[config.mk]
export PLATFORM = sky130hd
export DESIGN_NAME = class_argmax
export DESIGN_NICKNAME = d
export VERILOG_FILES = /design/src/rtl/class_argmax.sv
export SDC_FILE = /design/constraint.sdc
export NUM_CORES = 1
export LEC_CHECK = 0
export ABC_AREA = 1
export CAP_MARGIN = 20
export CORE_MARGIN = 2
export CORE_UTILIZATION = 30
export CTS_CLUSTER_DIAMETER = 30
export DETAILED_ROUTE_END_ITERATION = 10
export PLACE_DENSITY = 0.48
export SYNTH_ARGS = -nofsm -noshare
export SYNTH_HDL_FRONTEND = slang
export SYNTH_SLANG_ARGS = --single-unit
export TNS_END_PERCENT = 5
[constraint.sdc]
create_clock -name clk -period 1.85 [get_ports clk]
set_input_delay 0.37 -clock clk [delete_from_list [all_inputs] [get_ports clk]]
set_output_delay 0.37 -clock clk [all_outputs]
set_load 0.005 [all_outputs]
[src/rtl/class_argmax.sv]
`default_nettype none
// ==== class_argmax (rev 1.0): scans NUM_CLASSES signed gSRAM scores and returns the arg-max over valid/ready ====
// ==== Define CLASS_ARGMAX_RUNNER_UP_EN to add the runner-up index (second_idx) and best-minus-runner-up margin ====
module class_argmax #(
    parameter int DATA_W      = 16,
    parameter int NUM_CLASSES = 10,
    parameter int ADDR_W      = 4,
    parameter int RD_LAT      = 1,
    parameter int SCORE_ROW   = 0
) (
    input  logic              clk,
    input  logic              reset,
    input  logic              start,
    output logic              rd_en,
    output logic [ADDR_W-1:0] rd_row,
    output logic [ADDR_W-1:0] rd_col,
    input  logic [DATA_W-1:0] rd_data,
    output logic              busy,
    output logic              out_valid,
    input  logic              out_ready,
    output logic [ADDR_W-1:0] class_idx,
`ifdef CLASS_ARGMAX_RUNNER_UP_EN
    output logic [ADDR_W-1:0] second_idx,
    output logic [DATA_W:0]   margin,
`endif
    output logic [DATA_W-1:0] class_score
);
    localparam logic [ADDR_W-1:0] LAST_COL = ADDR_W'(NUM_CLASSES - 1);

    typedef enum logic [1:0] {
        IDLE  = 2'd0,
        ISSUE = 2'd1,
        DRAIN = 2'd2,
        DONE  = 2'd3
    } state_t;

    state_t                   state;
    logic [RD_LAT-1:0]        tag_valid;
    logic [ADDR_W-1:0]        tag_col [RD_LAT];
    logic signed [DATA_W-1:0] best_score;
    logic [ADDR_W-1:0]        best_idx;
    logic signed [DATA_W-1:0] data_s;
    logic                     ret_valid;
    logic [ADDR_W-1:0]        ret_col;
    logic                     in_flight;
`ifdef CLASS_ARGMAX_RUNNER_UP_EN
    logic signed [DATA_W-1:0] sec_score;
    logic [ADDR_W-1:0]        sec_idx;
    logic                     sec_valid;
`endif

    assign data_s    = rd_data;
    assign ret_valid = tag_valid[RD_LAT-1];
    assign ret_col   = tag_col[RD_LAT-1];
    assign in_flight = |tag_valid;
    assign rd_row    = ADDR_W'(SCORE_ROW);

    always_ff @(posedge clk or negedge reset) begin
        if (!reset) begin
            state       <= IDLE;
            rd_en       <= 1'b0;
            rd_col      <= '0;
            busy        <= 1'b0;
            out_valid   <= 1'b0;
            class_idx   <= '0;
            class_score <= '0;
`ifdef CLASS_ARGMAX_RUNNER_UP_EN
            second_idx  <= '0;
            margin      <= '0;
`endif
        end else begin
            case (state)
                IDLE: begin
                    if (start) begin
                        state  <= ISSUE;
                        rd_en  <= 1'b1;
                        rd_col <= '0;
                        busy   <= 1'b1;
                    end
                end
                ISSUE: begin
                    if (rd_col == LAST_COL) begin
                        rd_en <= 1'b0;
                        state <= DRAIN;
                    end else begin
                        rd_col <= rd_col + ADDR_W'(1);
                    end
                end
                DRAIN: begin
                    // Empty tag pipe means the final compare has already landed in best_*.
                    if (!in_flight && !rd_en) begin
                        state       <= DONE;
                        busy        <= 1'b0;
                        out_valid   <= 1'b1;
                        class_idx   <= best_idx;
                        class_score <= best_score;
`ifdef CLASS_ARGMAX_RUNNER_UP_EN
                        second_idx  <= sec_valid ? sec_idx : '0;
                        margin      <= sec_valid ? ({best_score[DATA_W-1], best_score}
                                                   - {sec_score[DATA_W-1], sec_score}) : '0;
`endif
                    end
                end
                DONE: begin
                    if (out_ready) begin
                        out_valid <= 1'b0;
                        state     <= IDLE;
                    end
                end
                default: state <= IDLE;
            endcase
        end
    end

    always_ff @(posedge clk or negedge reset) begin
        if (!reset) begin
            tag_valid  <= '0;
            for (int i = 0; i < RD_LAT; i++) tag_col[i] <= '0;
            best_score <= '0;
            best_idx   <= '0;
`ifdef CLASS_ARGMAX_RUNNER_UP_EN
            sec_score  <= '0;
            sec_idx    <= '0;
            sec_valid  <= 1'b0;
`endif
        end else begin
            tag_valid[0] <= rd_en;
            tag_col[0]   <= rd_col;
            for (int i = 1; i < RD_LAT; i++) begin
                tag_valid[i] <= tag_valid[i-1];
                tag_col[i]   <= tag_col[i-1];
            end
            if (ret_valid) begin
                if (ret_col == '0) begin
                    best_score <= data_s;
                    best_idx   <= '0;
`ifdef CLASS_ARGMAX_RUNNER_UP_EN
                    sec_valid  <= 1'b0;
                    sec_score  <= '0;
                    sec_idx    <= '0;
`endif
                end else if (data_s > best_score) begin
                    best_score <= data_s;
                    best_idx   <= ret_col;
`ifdef CLASS_ARGMAX_RUNNER_UP_EN
                    sec_valid  <= 1'b1;
                    sec_score  <= best_score;
                    sec_idx    <= best_idx;
`endif
                end
`ifdef CLASS_ARGMAX_RUNNER_UP_EN
                else if (!sec_valid || data_s > sec_score) begin
                    sec_valid <= 1'b1;
                    sec_score <= data_s;
                    sec_idx   <= ret_col;
                end
`endif
            end
        end
    end

endmodule
`default_nettype wire

Word-level counts from Yosys, hierarchy flattened. Cells that the tools add are included.

Bits in registers: 54. Latch bits: 0. Word-level logic and storage cells: 58. Bits in read-only memories: 0. Bits of input ports: 20. Output and inout bits: 31. RAM bits: 0. Memories kept: 0.

Muxes and demuxes: 20. $mul: 0. Bitwise gates (word level): 0. Div/mod/pow operators: 0. Reductions and logical operators: 16. Equal/unequal tests: 9. Add/subtract/negate cells: 1. Order comparisons: 1. Shifts and indexed selects: 0.

Operators with widths (count): two-way mux 16 bit (2); greater-than comparator 16 bit (1); two-way mux 4 bit (4); AND reduction 3 bit (4); != test 2 bit (second input constant) (5); two-way mux 2 bit (4); case mux 2 bit (4 select lines) (1); case mux 4 bit (2 select lines) (1); nonzero test 2 bit (4); case mux 1 bit (2 select lines) (3); two-way mux 1 bit (5); adder 4 x 1 -> 4 bit (second input constant) (1); equality test 2 bit (second input constant) (2); equality test 4 bit (second input constant) (1); zero test 4 bit (1); AND reduction 2 bit (2); AND reduction 4 bit (1); equality test 2 x 1 -> 1 bit (second input constant) (1); zero test 1 bit (2); zero test 2 bit (1); logical AND 1 bit (1).

Logic depth before layout (Yosys ltp).
Depth in word-level cells: 4. Gate-level depth with buffers: 18. Gate-level depth less buffers: 17.

Least setup slack after synthesis. No wires, ideal clock.

Path type: register to register. Start: register best_score[15]. End: register best_idx[3]. Buffers on the path: 1. Data required time: 1.733 ns. Path slack: 0.150 ns. Period minus slack after synthesis: 1.700 ns. Arrival: 1.583 ns. Stages on the path, launching flop included: 15. Library setup time: 0.117 ns. Cells stage by stage: dfrtp_1 inv_1 ha_1 nand2_2 o21bai_1 nand2_1 a21oi_2 nand2_1 nand2_1 nand3_1 nand2_2 nand2_2 buf_6 nand2_2 nand2_1.

Cells in the longest elaborated chain, start to end: 3.

RTL lines: start: declaration (RTL line 40) `logic signed [DATA_W-1:0] best_score;`; start signal: assignment (RTL line 135) `best_score <= data_s;`; start signal: assignment (RTL line 143) `best_score <= data_s;`; greater-than comparator 16 bit (RTL line 142) `end else if (data_s > best_score) begin`; nonzero test 2 bit (no source line); AND reduction 2 bit (no source line); end signal: assignment (RTL line 144) `best_idx <= ret_col;`; end: declaration (RTL line 41) `logic [ADDR_W-1:0] best_idx;`.

Every way passes these cells. A chain may end at the register's enable or synchronous reset.

Worst setup path after layout.
Start: input rd_data[6]. End: register best_score[7].

Cells in the longest elaborated chain, start to end: 3.

RTL lines: start: declaration (RTL line 17) `input logic [DATA_W-1:0] rd_data,`; greater-than comparator 16 bit (RTL line 142); nonzero test 2 bit (no source line); AND reduction 2 bit (no source line).

Every way passes these cells.

==> run summary <==
Ranked by total cell area, the synthesized netlist is headed by sky130_fd_sc_hd__dfrtp_1, sky130_fd_sc_hd__nand2_1, sky130_fd_sc_hd__ha_1, sky130_fd_sc_hd__nand3_1, sky130_fd_sc_hd__inv_1. For the worst max-slew margin expressed relative to the limit, the log shows 0.645. The initial antenna violation count came out at 0. The detail-routed net length per standard cell is 12.4 um, and the clock transition at the register clock pins on the worst setup and hold paths after CTS is 100 ps.

Entering global routing, the biggest net connects 24 pins. Across all hold checks on the routed design, the worst slack comes to 22.3 ps. For the clock latency on the worst-skew pair, the log shows 310 ps. The total die area is 9730 um^2.

In the final layout, the multi-input gates occupy 1320 um^2. The cell that appears most often on the critical path is sky130_fd_sc_hd__nand2_1. The detail route stage leaves a number of antenna-violating nets equal to 0. The checks that failed: negative setup slack. Most used standard cell by instance count after synthesis: sky130_fd_sc_hd__nand2_1. On the worst path, the slowest cell contributes a delay of 430 ps.

For the total placed instance area, the log shows 3480 um^2. Wires add up to 6190 um. The die width is 98.7 um, and the fmax is 0.515 GHz. The category of the most critical setup path is input port to flop. For the worst slack at placement, the log shows -540 ps.

After global routing the overflow that remains totals 0. The routed metal-1 wire length is 3020 um, and the register-to-register path setup slack is -60 ps. The power per cell area is 1590 nW/um^2, and the height of the die is 98.7 um. TritonCTS built the clock tree. The worst setup path is launched from an input port.

The worst path required time was 2060 ps. The number of nets in the layout was 431; the post-synthesis async set-or-reset flop share was 1.00. The logs give 3860 um^2 for the final design area excluding fillers and 1350 um^2 for the register area. The actual transition at the worst max-transition pin works out to 532 ps. Across the run, the number of max-cap violations was 0. Across the VDD grid, the largest voltage drop is 651 uV.

The number of optimization iterations in the first detailed-route pass was 4. Among all stages on the critical path, the largest delay is contributed by sky130_fd_sc_hd__clkdlybuf4s50_1. 0 antenna diodes ended up in the layout. Highest signal layer in the routed design: met4. After synthesis the cells add up to 2690 um^2. The via count of the first global-routing pass came out at 2177. Sorting the synthesized cells by how often they occur yields sky130_fd_sc_hd__nand2_1, sky130_fd_sc_hd__dfrtp_1, sky130_fd_sc_hd__inv_1. The dominant register cell in the synthesized netlist was sky130_fd_sc_hd__dfrtp_1. Highest fanout seen on the critical path: 5. The all-layer global routing usage is 0.130. The tools report the TritonCTS buffer count as 5. Grouping stages by cell kind, the critical path spends the most delay in simple AND/OR/NAND/NOR gates. The area of the placeable core was 8720 um^2; the post-synthesis to final-layout area growth was 43.8%. In this run the count of I/O pins placed on the die edge is 51.

The worst-case setup margin in the final layout is -90.2 ps, and the fraction of final layout cells sized beyond drive strength 1 is 0.264. The hold violation count in the final report was 0; the row count was 34. The instance count after placement with tap cells included is 483, and the count of unique library cells instantiated by Yosys is 25. Cell count of the worst reg-to-reg path: 14. The first global-routing pass estimated 10200 um of wire. The clock net in this run drives a total of 54 sinks.

Setup repair after global routing could not meet its margin everywhere. The H-tree generated during clock tree synthesis spans 2 levels. Synthesis produced 307 cells.

The worst register-to-register path ends at best_score[7]$_DFFE_PN0P_. Between clock sinks in the finished design, the worst skew comes to 9.40 ps. The kind of capture point of the worst setup path is a flop.

The synthesized design contains 54 register bits. Clock tree root driver cell: sky130_fd_sc_hd__clkbuf_8. The tools report the DRC marker count from the first detailed-route iteration as 45.

The tools report the initial core utilization as 0.308. Adding up every negative setup slack in the final design gives -1370 ps. The mean instance size in the synthesized netlist was 8.75 um^2; the count of buffers from port buffering was 46. Detailed placement finished with a half-perimeter wire length of 4450 um. The count of buffering cells on the critical path with inverters included was 2. In this run the critical register-to-register path is launched from best_score[7]$_DFFE_PN0P_. The amount of wire on met3 after detailed routing was 266 um. At the end of routability-driven placement, the weighted congestion stood at 0.823.

Final max-slew violation count: 0. Counting the fill cells in the layout gives 849. The number of synthesized flops with an enable pin was 0. The fraction of the cycle the final worst path needs works out to 1.05.

In this run the worst hold path is classified as input port to asynchronous set/reset pin. The analysis attributes to cell leakage a power of 0.00192 uW. The tools report the count of unresolved DRC violations after routing as 0. The finished layout holds 498 standard cells, fillers aside. The run finished, with violations left. The run gives 0 as the synthesis warning total. The number of vias per cell works out to 4.44. The cell taking the most area after synthesis is sky130_fd_sc_hd__dfrtp_1. Data on the critical path arrives at its endpoint at 2150 ps.

For the finished layout, the period the worst path requires is 1940 ps. The tools report the share of the yosys chip area belonging to registers as 0.503. The routed design uses 2850 um of met2 wire. The signal on the critical path passes through clkdlybuf4s50_1, ha_1, nand2_2, nor2_1, nor2_1, nand2_1, nand2_1, nand2_1, nand2_1, nand3_2, nand2_4, nand2_8, clkbuf_16, nand2_2, nand2_1.

The logs give 2209 for the via count of the routed design and 2 for the number of buffers on the longest clock path. The top-area cell type share of the netlist area came out at 0.503. Setup violations remaining at the end of the flow were counted as 20.
-- per-layer routing --
metal  global-route usage  up-vias
li1                     -     1134
met1                0.174     1026
met2                0.212       43
met3               0.0348        6
met4               0.0285        0
met5                    0        -
-- kinds of logic after synthesis --
logic type      after synthesis  share of synthesized area
buf+inv                      48                     0.0810
simple gates                146                      0.240
compound gates               35                     0.0694
other cells                   1                    0.00140
xor+xnor                      1                    0.00326
flops                        54                      0.503
fa+ha+maj                    22                      0.102
-- layout make-up --
type	count	share of cell area
multi-input cells	208	0.341
inverters	35	0.0340
repair buffers	85	0.211
flip-flops and latches	54	0.350
clock inverters	3	0.0117
well taps	108	0.0350
clock buffers	5	0.0178
-- worst reg2reg max path, cell delays in order (launching register included) --
cell                        delay, ps
sky130_fd_sc_hd__dfrtp_1          390
sky130_fd_sc_hd__inv_1            110
sky130_fd_sc_hd__ha_4             210
sky130_fd_sc_hd__a21o_1           170
sky130_fd_sc_hd__nor2_1           110
sky130_fd_sc_hd__nand2_1           60
sky130_fd_sc_hd__nand2_1           80
sky130_fd_sc_hd__nand2_1           60
sky130_fd_sc_hd__nand2_1           80
sky130_fd_sc_hd__nand3_2           80
sky130_fd_sc_hd__nand2_4          110
sky130_fd_sc_hd__nand2_8           80
sky130_fd_sc_hd__clkbuf_16        170
sky130_fd_sc_hd__nand2_2           50
sky130_fd_sc_hd__nand2_1           50
-- sequential cells by signal, summed over array words and instances (netlist names) --
register	flops
best_idx	4
best_score	16
busy	1
class_idx	4
class_score	16
in_flight	1
out_valid	1
rd_col	4
rd_en	1
ret_col	4
state	2
-- timing repair --
item                                    4_1_cts  5_1_grt
endpoints found under the setup margin       20       20
pin swaps                                    14       11
hold buffers                                  0        0
gates cloned                                  0        2
setup buffers                                 1        4
resized for setup                            23       33
-- how the worst max path moves through the flow --
stage / slack [ps] / startpoint / cells past startpoint / endpoint
6_report: -90 / rd_data[6] / 15 / best_score[7]$_DFFE_PN0P_
5_1_grt: -190 / best_score[1]$_DFFE_PN0P_ / 17 / best_score[12]$_DFFE_PN0P_
4_1_cts: -100 / best_score[11]$_DFFE_PN0P_ / 12 / best_score[3]$_DFFE_PN0P_
3_5_place_dp: -540 / rd_data[15] / 14 / best_idx[2]$_DFFE_PN0P_
3_3_place_gp: -510 / rd_data[15] / 14 / best_score[3]$_DFFE_PN0P_
2_1_floorplan: 150 / best_score[15]$_DFFE_PN0P_ / 14 / best_idx[3]$_DFFE_PN0P_
-- per-stage QoR --
| step | utilization | power, uW |
|---|---|---|
| after CTS | 0.420 | 5790 |
| final | 0.443 | 6160 |
| after global routing | 0.443 | 6750 |
| after detailed placement | 0.399 | 4840 |
| after floorplan | - | 3620 |
| after global placement | 0.399 | 4800 |
-- where the power goes --
part	internal, uW	switching, uW
logic	1690	1640
clock network	403	403
registers	1680	347
total	3770	2390
-- placed cells by master (no fill, tap or decap), types with 3 or more instances in the layout --
cell and instances:
sky130_fd_sc_hd__dfrtp_1 54, sky130_fd_sc_hd__buf_4 33, sky130_fd_sc_hd__ha_4 10, sky130_fd_sc_hd__ha_1 12, sky130_fd_sc_hd__nand2_1 74, sky130_fd_sc_hd__nor2_1 12, sky130_fd_sc_hd__conb_1 4, sky130_fd_sc_hd__nand2_2 24
sky130_fd_sc_hd__dlygate4sd2_1 12, sky130_fd_sc_hd__o21ai_0 19, sky130_fd_sc_hd__clkbuf_8 5, sky130_fd_sc_hd__a21oi_1 9, sky130_fd_sc_hd__inv_1 22, sky130_fd_sc_hd__inv_2 13, sky130_fd_sc_hd__clkdlybuf4s50_1 31, sky130_fd_sc_hd__buf_12 3
sky130_fd_sc_hd__nand3_1 26
(Power assumes the default switching activity.)
==> variant (same settings) <==
The parameter `ADDR_W` goes from 4 to 2.
--- a/src/rtl/class_argmax.sv
+++ b/src/rtl/class_argmax.sv
@@ -4,7 +4,7 @@
 module class_argmax #(
     parameter int DATA_W      = 16,
     parameter int NUM_CLASSES = 10,
-    parameter int ADDR_W      = 4,
+    parameter int ADDR_W      = 2,
     parameter int RD_LAT      = 1,
     parameter int SCORE_ROW   = 0
 ) (
Interface: changed (resized class_idx, rd_col and rd_row); port bits go from 51 to 45. The function was not compared with the original's and may differ.
==> variant against the original RTL <==
- sequential cell count shrank 8
- routed wire length shrank 12%
- total power down 6.2%
- via count shrank 11%
- synthesized cell count down 11%
- cell area fell by 8.2%
- sequential share of layout area decreased by 2.5 points
- synthesized area shrank 11%
- non-clock buffer count is 6 lower
- setup slack improved by 110 ps
- global-route usage up 0.37 points
- hold slack improved by 19 ps
==> variant: results (changes against the original RTL) <==
Timing
  • Smallest setup slack after layout: 17.8 ps (+108 ps)
  • Final Skew: 6.32 ps (-3.07 ps)

Global route
  • Via count of the first global-routing pass: 1947 (-11%)
  • Global Route met2 Usage: 21.1% (-0.14 points)
  • Met1 track demand over resource: 18.3% (+0.89 points)
  • All-Layer GR Usage: 13.4% (+0.37 points)
  • Global-route wire length before repair: 9100 um (-10%)
  • GRT met3 Usage: 2.98% (-0.49 points)
  • Pin count of the biggest net entering global routing: 47 (+96%)

Cells and area
  • Diode insertion count for antenna repair: 0 (unchanged)
  • Fillers: 764 (-10%)
  • Post-layout nets: 392 (-9.0%)
  • Registers with the highest flip-flop counts: best_score: 16 flops, class_score: 16 flops
  • Layout cells sized above 1: 35.0% (+8.6 points)

Yosys
  • Post-synthesis cell type count: 27 (+8.0%)
  • Share of synthesized area occupied by flip-flops and latches: 48.1% (-2.2 points)
  • Count of warnings emitted by yosys: 0 (unchanged)
  • Primary flip-flop cell chosen by synthesis mapping: sky130_fd_sc_hd__dfrtp_1
  • Ranking of synthesized cells by instance count: 63 x sky130_fd_sc_hd__nand2_1, 46 x sky130_fd_sc_hd__dfrtp_1, 37 x sky130_fd_sc_hd__inv_1, 22 x sky130_fd_sc_hd__nand2_2
  • Cells taking the most area after synthesis: sky130_fd_sc_hd__dfrtp_1 48%, sky130_fd_sc_hd__ha_1 11%, sky130_fd_sc_hd__nand2_1 9.9%, sky130_fd_sc_hd__inv_1 5.8%, sky130_fd_sc_hd__nand2_2 5.8%

Setup path
  • Crit path max-delay cell type: sky130_fd_sc_hd__dfrtp_1
  • Capture point of the worst reg-to-reg path: best_score[15]
  • Worst endpoint data arrival time: 2080 ps (-70 ps)
  • Startpoint of the worst-slack reg-to-reg timing path: best_score[5]
  • Largest fanout on the critical path: 8 (+3)
  • Slowest stage delay, CP: 400 ps (-30 ps)

Routing
  • Initial drt markers: 65 (+44%)
  • Detailed-route via count: 1972 (-11%)
  • Total wirelength of the detailed-routed design: 5440 um (-12%)
  • Detailed-routing iteration count for the pre-antenna-repair pass: 4 (unchanged)

Placed design
  • Placed wire-length estimate: 3610 um (-19%)
  • GPL Wtd Cong: 0.772 (-6.2%)
  • Pre-CTS WS: -522 ps (+18.4 ps)
  • IO Port Bufs: 42 (-8.7%)

Status
  • Status: finished clean

Pwr
  • Largest voltage drop on the vdd net: 0.589 mV (-9.5%)
  • Static Leak: 1.74 nW (-9.3%)

Clocking
  • Clock root cell: sky130_fd_sc_hd__clkbuf_8
[variant: cell type report]
type / instances / area (um^2) / area share [%]
Clock inverter: 1 / 30.0 / 0.846
Sequential cell: 46 / 1150 / 32.4
Tap cell: 102 / 128 / 3.60
Timing Repair Buffer: 79 / 709 / 20.0
Multi-Input combinational cell: 181 / 1310 / 36.8
Clock buffer: 6 / 82.6 / 2.33
Inverter: 38 / 143 / 4.02
[variant: stage by stage]
stage / std cells / power (W) / instance area [um^2] / TNS [ps] / hold slack, ps
finish: 453 / 0.00578 / 3550 / 0 / 41.8
global route: 453 / 0.00630 / 3550 / -2000 / 53.7
CTS: 448 / 0.00569 / 3470 / -20.4 / 48.0
detailed placement: 430 / 0.00433 / 3050 / -9280 / 379
global placement: 430 / 0.00431 / 3050 / -9180 / 379
floorplan: 273 / 0.00328 / 2400 / 0 / 74.4
[variant: cell families after synthesis]
logic type	count (synthesis)	synth area share [%]
other	1	0.157
AOI/OAI and AO/OA	32	7.68
and+or+nand+nor	124	24.0
muxes	1	0.418
DFF	46	48.1
adders and majority gates	21	11.0
buffers and inverters	47	8.68
[variant: routing by layer]
| metal | share of wire (%) | vias up | wire (um) |
|---|---|---|---|
| met5 | 0 | - | 0 |
| met1 | 48 | 913 | 2640 |
| met4 | 1.3 | 0 | 73 |
| met3 | 4.2 | 7 | 228 |
| met2 | 46 | 35 | 2500 |
| li1 | - | 1017 | - |
[variant: worst max-delay path by stage]
stage	startpoint	endpoint
3_5_place_dp	rd_data[5]	best_score[10]
6_report	best_score[5]	best_score[15]
5_1_grt	best_score[1]	best_score[7]
2_1_floorplan	best_score[7]	best_score[0]
4_1_cts	best_score[1]	best_score[15]
3_3_place_gp	rd_data[5]	best_score[11]
[variant: what timing repair did]
action	in CTS	in global routing
endpoints found under the setup margin	18	18
setup buffers	10	5
cloned	1	0
hold buffers	0	0
pin swaps	39	12
gates resized for setup	60	11
[variant: report_power, final]
group	internal (W)	switching [W]
combinational	0.00166	0.00157
clock	0.000433	0.000346
sequential	0.00148	0.000286
